`config.mk`:
```
export PLATFORM = sky130hd
export DESIGN_NAME = usb_rx_packet_parser
export DESIGN_NICKNAME = d
export VERILOG_FILES = /design/src/rtl/usb_rx_packet_parser.sv
export SDC_FILE = /design/constraint.sdc
export NUM_CORES = 1
export LEC_CHECK = 0
export ABC_AREA = 0
export CAP_MARGIN = 5
export CELL_PAD_IN_SITES_DETAIL_PLACEMENT = 0
export CELL_PAD_IN_SITES_GLOBAL_PLACEMENT = 1
export CORE_MARGIN = 1
export CORE_UTILIZATION = 40
export CTS_BUF_LIST = sky130_fd_sc_hd__clkbuf_4 sky130_fd_sc_hd__clkbuf_8
export CTS_CLUSTER_DIAMETER = 50
export DETAILED_ROUTE_END_ITERATION = 10
export PLACE_DENSITY = 0.87
export SLEW_MARGIN = 25
export SYNTH_ARGS = -nofsm -noshare
export SYNTH_HDL_FRONTEND = slang
export SYNTH_SLANG_ARGS = --single-unit
export TNS_END_PERCENT = 1
```
`constraint.sdc`:
```
create_clock -name clk -period 2.5 [get_ports clk]
set_input_delay 0.375 -clock clk [delete_from_list [all_inputs] [get_ports clk]]
set_output_delay 0.375 -clock clk [all_outputs]
set_load 0.005 [all_outputs]
```
`src/rtl/usb_rx_packet_parser.sv`:
```
// USB receive packet parser: decodes PID, token fields and data payloads from
// a byte-wide receive stream. The data payload is passed to a FIFO with the
// trailing CRC16 stripped by a two-byte hold-back register.
module usb_rx_packet_parser #(
    parameter int unsigned MAX_PAYLOAD = 1023
) (
    input  logic        clk,
    input  logic        rst,
    input  logic        getPacketEn,
    input  logic [7:0]  RxCtrlIn,
    input  logic [7:0]  RxDataIn,
    input  logic        RxDataInWEn,
    input  logic        noActivityTimeOut,
    input  logic        fifoFull,
    output logic [7:0]  fifoData,
    output logic        fifoWEn,
    output logic        busy,
    output logic        packetReady,
    output logic [3:0]  pid,
    output logic [6:0]  addr,
    output logic [3:0]  endp,
    output logic [10:0] frameNum,
    output logic [10:0] payloadLen,
    output logic [5:0]  status
);

    localparam logic [7:0]  CTRL_START  = 8'h00;
    localparam logic [7:0]  CTRL_STREAM = 8'h01;
    localparam logic [7:0]  CTRL_STOP   = 8'h02;
    localparam logic [3:0]  PID_SOF     = 4'h5;
    localparam logic [10:0] LEN_MAX     = 11'(MAX_PAYLOAD);

    localparam int unsigned ST_CRC = 0;
    localparam int unsigned ST_BS  = 1;
    localparam int unsigned ST_PID = 2;
    localparam int unsigned ST_OVF = 3;
    localparam int unsigned ST_TO  = 4;
    localparam int unsigned ST_LEN = 5;

    typedef enum logic [2:0] {
        IDLE,
        WAIT_START,
        WAIT_PID,
        TOKEN1,
        TOKEN2,
        DATA,
        WAIT_STOP,
        DONE
    } state_t;

    state_t      r_state;
    logic [7:0]  r_fifo_data;
    logic        r_fifo_wen;
    logic        r_busy;
    logic        r_ready;
    logic [3:0]  r_pid;
    logic [6:0]  r_addr;
    logic [3:0]  r_endp;
    logic [10:0] r_frame;
    logic [10:0] r_len;
    logic [5:0]  r_status;
    logic [7:0]  r_b1;
    logic        r_len_chk;
    logic [7:0]  r_hold0;
    logic [7:0]  r_hold1;
    logic [1:0]  r_hold_cnt;

    state_t      w_state_nxt;
    logic [7:0]  w_fifo_data_nxt;
    logic        w_fifo_wen_nxt;
    logic        w_busy_nxt;
    logic        w_ready_nxt;
    logic [3:0]  w_pid_nxt;
    logic [6:0]  w_addr_nxt;
    logic [3:0]  w_endp_nxt;
    logic [10:0] w_frame_nxt;
    logic [10:0] w_len_nxt;
    logic [5:0]  w_status_nxt;
    logic [7:0]  w_b1_nxt;
    logic        w_len_chk_nxt;
    logic [7:0]  w_hold0_nxt;
    logic [7:0]  w_hold1_nxt;
    logic [1:0]  w_hold_cnt_nxt;
    logic        w_rx;

    logic w_start;
    logic w_stream;
    logic w_stop;

    assign w_start  = RxDataInWEn && (RxCtrlIn == CTRL_START);
    assign w_stream = RxDataInWEn && (RxCtrlIn == CTRL_STREAM);
    assign w_stop   = RxDataInWEn && (RxCtrlIn == CTRL_STOP);

    // State and registered-output update
    always_ff @(posedge clk) begin
        if (rst) begin
            r_state     <= IDLE;
            r_fifo_data <= '0;
            r_fifo_wen  <= 1'b0;
            r_busy      <= 1'b0;
            r_ready     <= 1'b0;
            r_pid       <= '0;
            r_addr      <= '0;
            r_endp      <= '0;
            r_frame     <= '0;
            r_len       <= '0;
            r_status    <= '0;
            r_b1        <= '0;
            r_len_chk   <= 1'b0;
            r_hold0     <= '0;
            r_hold1     <= '0;
            r_hold_cnt  <= '0;
        end else begin
            r_state     <= w_state_nxt;
            r_fifo_data <= w_fifo_data_nxt;
            r_fifo_wen  <= w_fifo_wen_nxt;
            r_busy      <= w_busy_nxt;
            r_ready     <= w_ready_nxt;
            r_pid       <= w_pid_nxt;
            r_addr      <= w_addr_nxt;
            r_endp      <= w_endp_nxt;
            r_frame     <= w_frame_nxt;
            r_len       <= w_len_nxt;
            r_status    <= w_status_nxt;
            r_b1        <= w_b1_nxt;
            r_len_chk   <= w_len_chk_nxt;
            r_hold0     <= w_hold0_nxt;
            r_hold1     <= w_hold1_nxt;
            r_hold_cnt  <= w_hold_cnt_nxt;
        end
    end

    // Next-state and next-output decode
    always_comb begin
        w_state_nxt     = r_state;
        w_fifo_data_nxt = r_fifo_data;
        w_fifo_wen_nxt  = 1'b0;
        w_pid_nxt       = r_pid;
        w_addr_nxt      = r_addr;
        w_endp_nxt      = r_endp;
        w_frame_nxt     = r_frame;
        w_len_nxt       = r_len;
        w_status_nxt    = r_status;
        w_b1_nxt        = r_b1;
        w_len_chk_nxt   = r_len_chk;
        w_hold0_nxt     = r_hold0;
        w_hold1_nxt     = r_hold1;
        w_hold_cnt_nxt  = r_hold_cnt;
        w_rx            = 1'b0;

        case (r_state)
            IDLE: begin
                if (getPacketEn) begin
                    w_state_nxt  = WAIT_START;
                    w_status_nxt = '0;
                    w_len_nxt    = '0;
                end
            end
            WAIT_START: begin
                if (w_start) begin
                    w_state_nxt = WAIT_PID;
                end else if (noActivityTimeOut) begin
                    w_state_nxt          = DONE;
                    w_status_nxt[ST_TO]  = 1'b1;
                end
            end
            WAIT_PID: begin
                w_rx = 1'b1;
                if (w_stream) begin
                    w_pid_nxt = RxDataIn[3:0];
                    if (RxDataIn[3:0] != ~RxDataIn[7:4]) begin
                        w_status_nxt[ST_PID] = 1'b1;
                        w_len_chk_nxt        = 1'b0;
                        w_state_nxt          = WAIT_STOP;
                    end else begin
                        case (RxDataIn[1:0])
                            2'b01: w_state_nxt = TOKEN1;
                            2'b11: begin
                                w_state_nxt    = DATA;
                                w_hold_cnt_nxt = 2'd0;
                            end
                            default: begin
                                w_len_chk_nxt = 1'b1;
                                w_state_nxt   = WAIT_STOP;
                            end
                        endcase
                    end
                end
            end
            TOKEN1: begin
                w_rx = 1'b1;
                if (w_stream) begin
                    w_b1_nxt    = RxDataIn;
                    w_state_nxt = TOKEN2;
                end
            end
            TOKEN2: begin
                w_rx = 1'b1;
                if (w_stream) begin
                    // SOF carries a frame number; other tokens carry address/endpoint
                    if (r_pid == PID_SOF) begin
                        w_frame_nxt = {RxDataIn[2:0], r_b1};
                    end else begin
                        w_addr_nxt = r_b1[6:0];
                        w_endp_nxt = {RxDataIn[2:0], r_b1[7]};
                    end
                    w_len_chk_nxt = 1'b1;
                    w_state_nxt   = WAIT_STOP;
                end
            end
            DATA: begin
                w_rx = 1'b1;
                if (w_stream) begin
                    if (r_hold_cnt == 2'd2) begin
                        // Oldest held byte is now known not to be CRC
                        if (fifoFull || (r_len == LEN_MAX)) begin
                            w_status_nxt[ST_OVF] = 1'b1;
                        end else begin
                            w_fifo_wen_nxt  = 1'b1;
                            w_fifo_data_nxt = r_hold0;
                            w_len_nxt       = r_len + 11'd1;
                        end
                        w_hold0_nxt = r_hold1;
                        w_hold1_nxt = RxDataIn;
                    end else if (r_hold_cnt == 2'd1) begin
                        w_hold1_nxt    = RxDataIn;
                        w_hold_cnt_nxt = 2'd2;
                    end else begin
                        w_hold0_nxt    = RxDataIn;
                        w_hold_cnt_nxt = 2'd1;
                    end
                end
            end
            WAIT_STOP: begin
                w_rx = 1'b1;
                if (w_stream && r_len_chk) begin
                    w_status_nxt[ST_LEN] = 1'b1;
                end
            end
            DONE: begin
                w_state_nxt = IDLE;
            end
            default: begin
                w_state_nxt = IDLE;
            end
        endcase

        // START restarts and STOP terminates from every receiving state
        if (w_rx) begin
            if (w_start) begin
                w_state_nxt    = WAIT_PID;
                w_status_nxt   = '0;
                w_len_nxt      = '0;
                w_hold_cnt_nxt = 2'd0;
            end else if (w_stop) begin
                w_status_nxt[ST_CRC] = r_status[ST_CRC] | RxDataIn[0];
                w_status_nxt[ST_BS]  = r_status[ST_BS] | RxDataIn[1];
                if ((r_state == TOKEN1) || (r_state == TOKEN2) ||
                    ((r_state == DATA) && (r_hold_cnt != 2'd2))) begin
                    w_status_nxt[ST_LEN] = 1'b1;
                end
                w_hold_cnt_nxt = 2'd0;
                w_state_nxt    = DONE;
            end
        end

        w_busy_nxt  = (w_state_nxt != IDLE) && (w_state_nxt != DONE);
        w_ready_nxt = (w_state_nxt == DONE);
    end

    assign fifoData    = r_fifo_data;
    assign fifoWEn     = r_fifo_wen;
    assign busy        = r_busy;
    assign packetReady = r_ready;
    assign pid         = r_pid;
    assign addr        = r_addr;
    assign endp        = r_endp;
    assign frameNum    = r_frame;
    assign payloadLen  = r_len;
    assign status      = r_status;

endmodule
```
======== Word-level counts from Yosys, hierarchy flattened ========
Cells that the tools add are included.
storage, ports and cells
  flip-flop bits (word level) ............. 84
  input bits .............................. 22
  output and inout port bits .............. 54
  logic and storage cells ................. 134
operators by class
  add/sub/neg operators ................... 1
  equality and inequality tests ........... 23
  muxes and demuxes ....................... 61
  bitwise operators ....................... 8
  reduce and logical (&&, ||, !) cells .... 25
operators with widths
  operator                 number
  $mux W11                 6
  $mux W3                  11
  $mux W8                  4
  $mux W2                  12
  $pmux W11 S2             1
  $pmux W3 S6              1
  $mux W1                  17
  $eq A3 B3 Y1 const B     5
  $mux W6                  2
  $reduce_and A3 Y1        4
  $add A11 B1 Y11 const B  1
  $eq A11 B10 Y1 const B   1
  $pmux W1 S2              5
  $eq A8 B1 Y1 const B     1
  $eq A8 B2 Y1 const B     1
  $logic_not A8 Y1         1
  $ne A2 B2 Y1 const B     4
  $reduce_and A4 Y1        2
  $eq A3 B2 Y1 const B     2
  $logic_and A1 B1 Y1      6
  $ne A3 B3 Y1 const B     2
  $pmux W3 S2              1
  $not A1 Y1               5
  $reduce_or A5 Y1         1
  other kinds (15)         22

======== Depth between registers and ports, before layout ========
  word-level depth ........................ 10
  mapped depth ............................ 7
  mapped depth without buffers ............ 7

======== Least setup slack after synthesis ========
Ideal clock, no wire load.
  kind .................................... in2reg
  start ................................... input RxCtrlIn[5]
  end ..................................... register r_busy, in the netlist busy
  library setup time ...................... 0.095 ns
  arrival ................................. 2.119 ns
  data required time ...................... 2.405 ns
  path slack .............................. 0.286 ns
  stages on the path ...................... 6
  path buffers ............................ 0
  cells stage by stage .................... or4_4 nor4_4 nor2_2 o31ai_2 nor4b_1 a221oi_1
on the way
  cells in the longest elaborated chain, start to end .. 9
  elaborated cells on any way between the ends .. 17
  those cells by class .................... eq/ne: 3; mux: 8; reduce/logical: 6
ends and longest elaborated chain
  element                                                    RTL line  text
  start, declared                                            10        input logic [7:0] RxCtrlIn,
  $eq A8 B1 Y1 / $logic_not A8 Y1 (equally long branches)    91, 90
  $logic_and A1 B1 Y1 (on tied branches)                     91, 90
  $mux W3 (on tied branches)                                 --
  $pmux W3 S6                                                151       case (r_state)
  $mux W3                                                    255       end else if (w_stop) begin
  $mux W3                                                    250       if (w_start) begin
  $mux W3 *                                                  249       if (w_rx) begin
  $ne A3 B3 Y1 / $reduce_bool A3 Y1 (equally long branches)  267       w_busy_nxt = (w_state_nxt != IDLE) && (w_state_nxt != DONE);
  $logic_and A1 B1 Y1 *                                      267
  end signal, assigned                                       117       r_busy <= w_busy_nxt;
  end, declared                                              54        logic r_busy;
Every way passes the cells marked *; elsewhere a longest branch is shown, timed or not.
A chain may end at the register's enable or synchronous reset.

======== Final worst setup path ========
  start ................................... input RxCtrlIn[5]
  end ..................................... register r_len[9], in the netlist payloadLen[9]
on the way
  cells in the longest elaborated chain, start to end .. 6
  elaborated cells on any way between the ends .. 8
  those cells by class .................... eq/ne: 1; mux: 4; reduce/logical: 3
ends and longest elaborated chain
  element               RTL line  text
  $eq A8 B1 Y1          91        assign w_stream = RxDataInWEn && (RxCtrlIn == CTRL_STREAM);
  $logic_and A1 B1 Y1   91
  $mux W11              213       if (w_stream) begin
  $pmux W11 S2          151
  $mux W11              250
  $mux W11 *            249
  end signal, assigned  123       r_len <= w_len_nxt;
  end, declared         60        logic [10:0] r_len;
Marked as above.

==> impl_metrics.py <==
metrics = {
    "outcome": {
        "status": "completed",
    },
    "clocking": {
        "tritoncts": "built",
        "h-tree-depth": 3,
        "cts_buffers": 9,
        "insertion_delay_ns": 0.35,
        "cts.path.max_buffers": 2,
        "clkTransAtPathRegs_ns": 0.09,
        "cts_hold_buffers": 0,
        "postCtsSetupBuffers": 0,
        "cts_root_buf": "clkbuf_8",
        "cts_num_sinks": 84,
        "post_cts_resized": 0,
    },
    "die": {
        "dieArea_um2": 9850,
        "core_um2": 9200,
        "die_w_um": 99.2,
        "io_pins": 76,
        "rows": 35,
        "start_util": 0.411,
        "fp.dieH_um": 99.2,
    },
    "route": {
        "num_vias": 3380,
        "first_pass_iters": 4,
        "wl_mm": 9.44,
        "via_per_inst": 5.29,
        "postRouteAntennaNets": 0,
        "drtIter0Drc": 197,
        "drc": 0,
        "wl_per_cell_um": 14.8,
    },
    "critical_path": {
        "r2r_setup_slack_ns": 0.24,
        "reg2reg_depth": 6,
        "startpoint_type": "primary input",
        "cpPeakStageDelay_ns": 0.57,
        "cp_num_buf_inv": 1,
        "reg2reg_from": "r_state[0]",
        "required_ns": 2.76,
        "arrival_ns": 2.65,
        "critPathKind": "primary input to flop",
        "path_delay_family": "simple AND/OR/NAND/NOR gates",
        "slowest_stage": "or4_4",
        "r2r_end": "busy",
        "crit_path_end_kind": "flop",
        "crit_chain": "clkdlybuf4s50_1, or4_4, nor3_4, nand2_2, nor4_4, a41oi_1, a311oi_1",
        "cp_max_fo": 6,
        "cp-startpoint": "RxCtrlIn[5]",
        "cp.depth": 7,
        "crit_end": "payloadLen[9]",
    },
    "synthesis": {
        "synthArstFlopShare": 0,
        "synth-seq-cells": 84,
        "postSynthCellCount": 417,
        "synth_area_um2": 3780,
        "synth_top_area_frac": 0.445,
        "ys_types": 63,
        "yosys-top-cells-area": "dfxtp_1, mux2i_1, nor2_1",
        "syn_area_per_cell_um2": 9.07,
        "synthFlopType": "dfxtp_1",
        "synth_most_common_cell": "dfxtp_1",
        "syn_nets": 442,
        "yosysWarnings": 0,
        "yosys.area.top_type": "dfxtp_1",
        "synth_edf_count": 0,
        "synth_seq_area_share": 0.445,
        "synth_commonest_cells": "dfxtp_1, nor2_1, mux2i_1",
    },
    "global_routing": {
        "grt_pass1_wl_mm": 15.7,
        "grt_use_total": 0.201,
        "grt_pass1_vias": 3272,
        "gr-max-usage-layer": "met2",
        "antenna_found_initial": 0,
        "grt_max_degree": 48,
        "grt_overflow": 0,
        "use_met1": 0.259,
        "use_met3": 0.0632,
        "use_met2": 0.318,
    },
    "final_layout": {
        "n_fill_cell": 854,
        "diodes": 0,
        "finalNonFillerCells": 639,
        "fin_util": 0.559,
        "drive_gt1_frac": 0.146,
        "nNetsFinal": 548,
        "area_delta_synth_final_pct": 35.8,
    },
    "power_and_ir_drop": {
        "p_leak_nw": 1.88,
        "ir_drop_uv": 284,
        "power_density_nw_per_um2": 558,
    },
    "min_path": {
        "holdCritPathClass": "primary input to flop",
        "hold_start": "rst",
    },
    "sta": {
        "finalSetupViolations": 0,
        "fin_hold_ws_ns": 0.432,
        "relSlewSlack": 0.594,
        "rsz0062_at_grt": "false",
        "fmax_mhz": 419,
        "finalCritPeriodShare": 0.955,
        "finalClockSkew_ns": 0.0102,
        "worst_slew_pin_slew_ns": 0.603,
        "min_period_ns": 2.39,
        "drv_slew": 0,
        "timing_hold_violations_final": 0,
    },
    "placed_design": {
        "gp_congestion": 0.946,
        "dp.cells": 623,
        "io_buffer_count": 75,
        "hpwl_mm": 7.00,
    },
    "job": {
        "max-cap-violations": 0,
    },
}
-- area by class of cell --
class	count	area, µm²	share of cell area
clock buffer	9	124	0.0241
clock inverter	7	98.8	0.0192
sequential	84	1680	0.327
tap	111	139	0.0270
inverter	7	26.3	0.00512
multi-input combinational	303	2000	0.389
timing repair buffer	118	1070	0.208
-- worst min-delay path by stage --
stage                     slack [ns]  cells after the start   endpoint
after detailed placement        0.46                      2  status[4]
after global placement          0.45                      2  status[4]
after floorplan                 0.45                      2    r_b1[0]
after CTS                       0.42                      2    addr[0]
after global routing            0.43                      2    addr[1]
final                           0.43                      2    addr[0]
-- worst reg2reg max path, cell delays in order (launching register included) --
cell      delay, ns
dfxtp_1        0.59
nand2_1        0.16
a21oi_1        0.42
o221ai_1       0.27
a211oi_1       0.39
nor2_1         0.09
a221oi_1       0.25
-- where the power goes --
group          internal, W  total (W)  switching (W)
Clock             0.000569    0.00107       0.000497
Sequential         0.00136    0.00139      0.0000310
Combinational     0.000184   0.000410       0.000227
-- layer usage --
layer | vias to the layer above | part of all wire
li1 | 1714 | -
met1 | 1560 | 0.46
met2 | 97 | 0.46
met3 | 9 | 0.065
met4 | 0 | 0.016
met5 | - | 0
-- cell usage in the layout, fill, tap and decap left out, drive strengths merged, types with 2 or more instances in the layout --
cell type and instances:
clkbuf 9, a22oi 2, dfxtp 84, a311oi 5
nor3b 2, nor3 5, nor2b 3, clkdlybuf4s50 74
nand2b 7, xnor2 2, o21a 3, clkinv 2
xor2 2, nand2 31, and3 3, o311ai 2
nand4 2, a41oi 2, inv 9, o31ai 2
a211oi 10, nor2 74, nor4b 5, or3 2
or3b 3, a31oi 6, a21o 3, nand3 8
or2 2, a21oi 26, mux2i 50, buf 44
o21ai 11, bufinv 2, and4 2, nor4 7
ha 3
-- registers in the layout, indices dropped and copies added (netlist names), 3 cells and up --
register and cells:
fifoData 8, r_hold0 8, endp 4, status 6
addr 7, r_hold1 8, r_b1 8, frameNum 11
pid 4, r_state 3, payloadLen 11
-- cells by family (layout without fill, tap and decap cells) --
group / after synthesis / in the layout / synth area share
simple gates: 161 / 161 / 0.220
mux: 51 / 51 / 0.135
xor+xnor: 4 / 4 / 0.00927
compound gates: 84 / 84 / 0.149
buf+inv: 30 / 141 / 0.0318
flops: 84 / 84 / 0.445
fa+ha+maj: 3 / 3 / 0.00993
-- through the flow --
stage | area [µm²] | setup slack (ns) | TNS [ns] | power (W)
after detailed placement | 4910 | -0.269 | -3.02 | 0.00182
after floorplan | 3780 | 0.286 | 0 | 0.00163
final | 5140 | 0.112 | 0 | 0.00286
after CTS | 5130 | 0.0966 | 0 | 0.00289
after global placement | 4910 | -0.148 | -1.97 | 0.00181
after global routing | 5140 | 0.0114 | 0 | 0.00299
Power figures use the tool's default switching activity.
